$ cat src/rtl/serial_add_pkg.sv
// Shared types and defaults for the bit-serial adder controller.
// The states are IDLE, RUN and DONE.
package serial_add_pkg;

  typedef enum logic [1:0] {IDLE, RUN, DONE} sadd_state_t;

  localparam int SADD_DEFAULT_WIDTH = 8;

endpackage

$ cat src/rtl/serial_add_ctrl_fa_cell.sv
// 1-bit full adder built from two half adders and an OR for the carry.
// The serial adder controller steps this one cell LSB-first, one bit per cycle.
module ha_cell (
  input  logic A,
  input  logic B,
  output logic Sum,
  output logic Cout
);

  assign Sum  = A ^ B;
  assign Cout = A & B;

endmodule

module fa_cell (
  input  logic A,
  input  logic B,
  input  logic Cin,
  output logic Sum,
  output logic Cout
);

  logic halfSum;
  logic halfCarry0;
  logic halfCarry1;

  ha_cell u_ha0 (
    .A    (A),
    .B    (B),
    .Sum  (halfSum),
    .Cout (halfCarry0)
  );

  ha_cell u_ha1 (
    .A    (halfSum),
    .B    (Cin),
    .Sum  (Sum),
    .Cout (halfCarry1)
  );

  // The two half-adder carries can never both be set, so an OR is enough.
  assign Cout = halfCarry0 | halfCarry1;

endmodule

$ cat src/rtl/serial_add_ctrl.sv
// Bit-serial adder controller: takes A+B+cin over a valid/ready handshake, runs WIDTH cycles.
// Define SERIAL_ADD_OVF_EN to add the registered signed-overflow output 'ovf'.
module serial_add_ctrl
  import serial_add_pkg::*;
#(
  parameter  int WIDTH = SADD_DEFAULT_WIDTH,
  localparam int CNT_W = $clog2(WIDTH)
) (
  input  logic             clk,
  input  logic             rst_n,
  input  logic             in_valid,
  output logic             in_ready,
  input  logic [WIDTH-1:0] a,
  input  logic [WIDTH-1:0] b,
  input  logic             cin,
  output logic             out_valid,
  input  logic             out_ready,
  output logic [WIDTH-1:0] sum,
  output logic             cout
`ifdef SERIAL_ADD_OVF_EN
  ,
  output logic             ovf
`endif
);

  sadd_state_t      state_q, state_d;
  logic [WIDTH-1:0] shiftA_q, shiftA_d;
  logic [WIDTH-1:0] shiftB_q, shiftB_d;
  logic [WIDTH-1:0] result_q, result_d;
  logic             carry_q, carry_d;
  logic             carryOut_q, carryOut_d;
  logic [CNT_W-1:0] bitCnt_q, bitCnt_d;
`ifdef SERIAL_ADD_OVF_EN
  logic             overflow_q, overflow_d;
`endif

  logic faSum;
  logic faCout;
  logic accept;
  logic lastBit;

  fa_cell u_fa (
    .A    (shiftA_q[0]),
    .B    (shiftB_q[0]),
    .Cin  (carry_q),
    .Sum  (faSum),
    .Cout (faCout)
  );

  // in_ready depends combinationally on out_ready, so a new operand pair can be taken on the result's completion edge.
  assign in_ready  = (state_q == IDLE) || ((state_q == DONE) && out_ready);
  assign out_valid = (state_q == DONE);
  assign accept    = in_valid && in_ready;
  assign lastBit   = (bitCnt_q == CNT_W'(WIDTH - 1));

  assign sum  = result_q;
  assign cout = carryOut_q;
`ifdef SERIAL_ADD_OVF_EN
  assign ovf  = overflow_q;
`endif

  always_comb begin
    state_d    = state_q;
    shiftA_d   = shiftA_q;
    shiftB_d   = shiftB_q;
    result_d   = result_q;
    carry_d    = carry_q;
    carryOut_d = carryOut_q;
    bitCnt_d   = bitCnt_q;
`ifdef SERIAL_ADD_OVF_EN
    overflow_d = overflow_q;
`endif

    case (state_q)
      IDLE, DONE: begin
        if (accept) begin
          state_d  = RUN;
          shiftA_d = a;
          shiftB_d = b;
          carry_d  = cin;
          bitCnt_d = '0;
        end else if (state_q == DONE && out_ready) begin
          state_d = IDLE;
        end
      end

      RUN: begin
        shiftA_d = shiftA_q >> 1;
        shiftB_d = shiftB_q >> 1;
        result_d = {faSum, result_q[WIDTH-1:1]};
        carry_d  = faCout;
        bitCnt_d = bitCnt_q + CNT_W'(1);
        // On the MSB step carry_q is the carry into the MSB and faCout the carry out.
        if (lastBit) begin
          state_d    = DONE;
          carryOut_d = faCout;
`ifdef SERIAL_ADD_OVF_EN
          overflow_d = carry_q ^ faCout;
`endif
        end
      end

      default: state_d = IDLE;
    endcase
  end

  always_ff @(posedge clk or negedge rst_n) begin
    if (!rst_n) begin
      state_q    <= IDLE;
      shiftA_q   <= '0;
      shiftB_q   <= '0;
      result_q   <= '0;
      carry_q    <= 1'b0;
      carryOut_q <= 1'b0;
      bitCnt_q   <= '0;
`ifdef SERIAL_ADD_OVF_EN
      overflow_q <= 1'b0;
`endif
    end else begin
      state_q    <= state_d;
      shiftA_q   <= shiftA_d;
      shiftB_q   <= shiftB_d;
      result_q   <= result_d;
      carry_q    <= carry_d;
      carryOut_q <= carryOut_d;
      bitCnt_q   <= bitCnt_d;
`ifdef SERIAL_ADD_OVF_EN
      overflow_q <= overflow_d;
`endif
    end
  end

endmodule
$ cat config.mk
export PLATFORM = sky130hd
export DESIGN_NAME = serial_add_ctrl
export DESIGN_NICKNAME = d
export VERILOG_FILES = /design/src/rtl/serial_add_pkg.sv /design/src/rtl/serial_add_ctrl_fa_cell.sv /design/src/rtl/serial_add_ctrl.sv
export SDC_FILE = /design/constraint.sdc
export NUM_CORES = 1
export LEC_CHECK = 0
export BUFFER_PORTS_ARGS = -buffer_cell sky130_fd_sc_hd__buf_2
export CORE_ASPECT_RATIO = 1.2
export CORE_MARGIN = 4
export CORE_UTILIZATION = 30
export DETAILED_ROUTE_END_ITERATION = 8
export PLACE_DENSITY_LB_ADDON = 0.1
export SYNTH_ARGS = -nofsm -noshare
export SYNTH_HDL_FRONTEND = slang
export SYNTH_HIERARCHICAL = 1
export SYNTH_SLANG_ARGS = --single-unit
$ cat constraint.sdc
create_clock -name clk -period 1.34 [get_ports clk]
set_input_delay 0 -clock clk [delete_from_list [all_inputs] [get_ports clk]]
set_output_delay 0 -clock clk [all_outputs]
set_load 0.02 [all_outputs]
==> impl_metrics.ini <==
[critical_path]
worstPathCellList = ha_1, ha_2, or2_1, mux2_4
cp_max_fo = 2
path_class = reg2reg
crit_family = adder cells
startpoint_type = flip-flop
worst-path-buf-inv = 0
slowest_delay_ns = 0.38
crit_arrival_ns = 1.60
critPathSlowestCell = dfrtp_1
end_kind = flip-flop
critPathRequiredTime_ns = 1.51

[synth]
synthesis.area_mm2 = 0.001526
ys_ff_latch = 31
synth_fp_nets = 184
yosysSeqAreaShare_pct = 50.82
syn_area_per_cell_um2 = 9.600
yosysWarnings = 6
ys_types = 20
synthCells = 159

[cts]
htree_levels = 2
path_clk_slew_ns = 0.07
insertion_delay_ns = 0.28
cts_max_path_buffers = 2
cts_tree = done
numCtsBuffers = 5
clk_root_buffer_cell = clkbuf_8
numClockSinks = 31

[floorplanning]
initial_core_util_pct = 30.90
core_mm2 = 0.004940
io_pins = 32
die_h_um = 86.14
die_w_um = 73.12
num_rows = 28
dieArea_mm2 = 0.006298

[global_routing]
grt_pass1_wl_mm = 6.272
grt_pass1_vias = 1321
grt_overflow_total = 0
antenna_found_initial = 0
grt_usage_pct = 12.84
grt_max_degree = 32

[placed_design]
dp_hpwl_mm = 2.260
dp_cells = 243
gp_congestion = 0.7334
post-place-ws_ns = -0.08912
io_buffers = 31

[hold_path]
min_path_type = in2async

[pwr]
p_total_uw = 4315
vdd_drop_max_v = 0.0007874
p_per_area_mw_per_mm2 = 2145
p_leak_uw = 0.001004

[timing]
report.final.slew_viol_count = 0
period_share_pct = 106.4
rsz0062_at_grt = yes
finalHoldViolations = 0
fmax_mhz = 701.6
worst_pin_slew_ns = 0.7150
layout_setup_ws_ns = -0.08539
fin_skew_ns = 0.007939
setup_viol = 1
period_needed_ns = 1.425
slew_headroom_pct = 52.33

[status]
status = finished, violations left
violations = setup timing

[detailed_routing]
final_antenna_net_count = 0
routedWlPerCell_um = 13.01
firstDrtPassIters = 4
drtIter0Drc = 42
num_vias = 1271
post_drt_via_cell_ratio = 4.690
drc_errors = 0
totalWireLength_mm = 3.525

[finish]
multi_input_area_um2 = 669.4
seq_area_um2 = 775.7
fillers = 502
area_growth_pct = 31.80
drive_gt1_share_pct = 29.38
fin_cells = 271
final_common_cell = nand2_1
nNetsFinal = 235
final_cell_mix = 61 x nand2_1, 31 x dfrtp_1, 31 x buf_2, 19 x dlygate4sd3_1, 17 x nand3_1
num_antenna_cells = 0

[run]
drv_cap = 0
==> cell type report <==
type	instances	area share, %
multi-input combinational	115	33.27
tap	60	3.731
clock buffer	7	3.794
clock inverter	1	0.2488
timing repair buffer	56	20.21
inverter	1	0.1866
sequential	31	38.56
==> power by group <==
group | leakage [uW] | internal (uW) | switching [uW]
sequential | 0.000391 | 1370 | 252
clock | 0.0000422 | 364 | 345
combinational | 0.000571 | 820 | 1170
total | 0.00100 | 2550 | 1760
==> cell usage after synthesis <==
master    instances  area share [%]
mux2_4            1            0.98
nor2b_1           3             1.2
inv_1             1            0.25
or2_1             1            0.41
ha_1              4             3.3
o21ai_1           5             1.6
o211ai_1          1            0.49
buf_4             2            0.98
nand2b_1          4             1.6
o21bai_1          1            0.49
nand2_2           1            0.41
dfrtp_1          31              51
and2_4            1            0.57
buf_2             6             2.0
nand2_1          61              15
clkbuf_1          1            0.25
nand3_1          17             5.6
o21ai_0           1            0.33
o211ai_2         14              11
buf_6             3             2.2
==> final timing paths <==
kind / slack (ns) / endpoint / startpoint / depth (start not counted)
hold / removal: 0.31 / shiftA_q[7]$_DFFE_PN0P_ / rst_n / 2
hold reg to reg: 0.47 / shiftB_q[6]$_DFFE_PN0P_ / shiftB_q[7]$_DFFE_PN0P_ / 2
setup reg to reg: -0.09 / cout$_DFFE_PN0P_ / shiftA_q[0]$_DFFE_PN0P_ / 4
min in group clk: 0.33 / shiftB_q[7]$_DFFE_PN0P_ / in_valid / 5
max in group asynchronous: 0.57 / sum[6]$_DFFE_PN0N_ / rst_n / 2
setup / recovery: -0.09 / cout$_DFFE_PN0P_ / shiftA_q[0]$_DFFE_PN0P_ / 4
==> cell families after synthesis <==
group,after synthesis,synth area share [%]
DFF,31,50.82
adders and majority gates,4,3.279
AOI/OAI and AO/OA,22,14.43
muxes,1,0.9833
and+or+nand+nor,88,24.84
buffers and inverters,13,5.655
==> through the flow <==
stage	TNS [ns]	hold slack (ns)	cell area (um^2)	util, %
2_1_floorplan	-0.05130	-0.2956	1529	-
3_5_place_dp	-0.08912	0.1012	1729	35.01
6_report	-0.08539	0.3053	2012	40.73
3_3_place_gp	-0.06866	0.08893	1729	35.01
5_1_grt	-0.1790	0.3625	2012	40.73
4_1_cts	-0.09376	0.3239	2012	40.73
==> per-layer routing <==
metal  GRT usage, %  vias up  routed length (um)
li1               -      628                   -
met3          3.634        4                 171
met1          15.80      613                1605
met2          21.40       26                1717
met5              0        -                   0
met4          4.027        0                  31
==> flip-flops by register name, indices dropped and copies added, names as in the netlist <==
signal / flops
carry_q: 1
cout: 1
sum: 8
state_q: 2
shiftA_q: 8
shiftB_q: 8
bitCnt_q: 3
==> worst reg2reg max path, cell delays in order (launching register included) <==
cell	delay, ns
dfrtp_1	0.38
ha_1	0.30
ha_2	0.16
or2_1	0.21
mux2_4	0.27
==> repair_timing <==
| action | in CTS | in global routing |
|---|---|---|
| setup endpoints to repair | 2 | 2 |
| pin swaps | 1 | 0 |
| hold buffers | 19 | 0 |
| gates resized for setup | 1 | 0 |
| setup buffers | 1 | 0 |
| hold endpoints to repair | 49 | 0 |
Power figures use the tool's default switching activity.
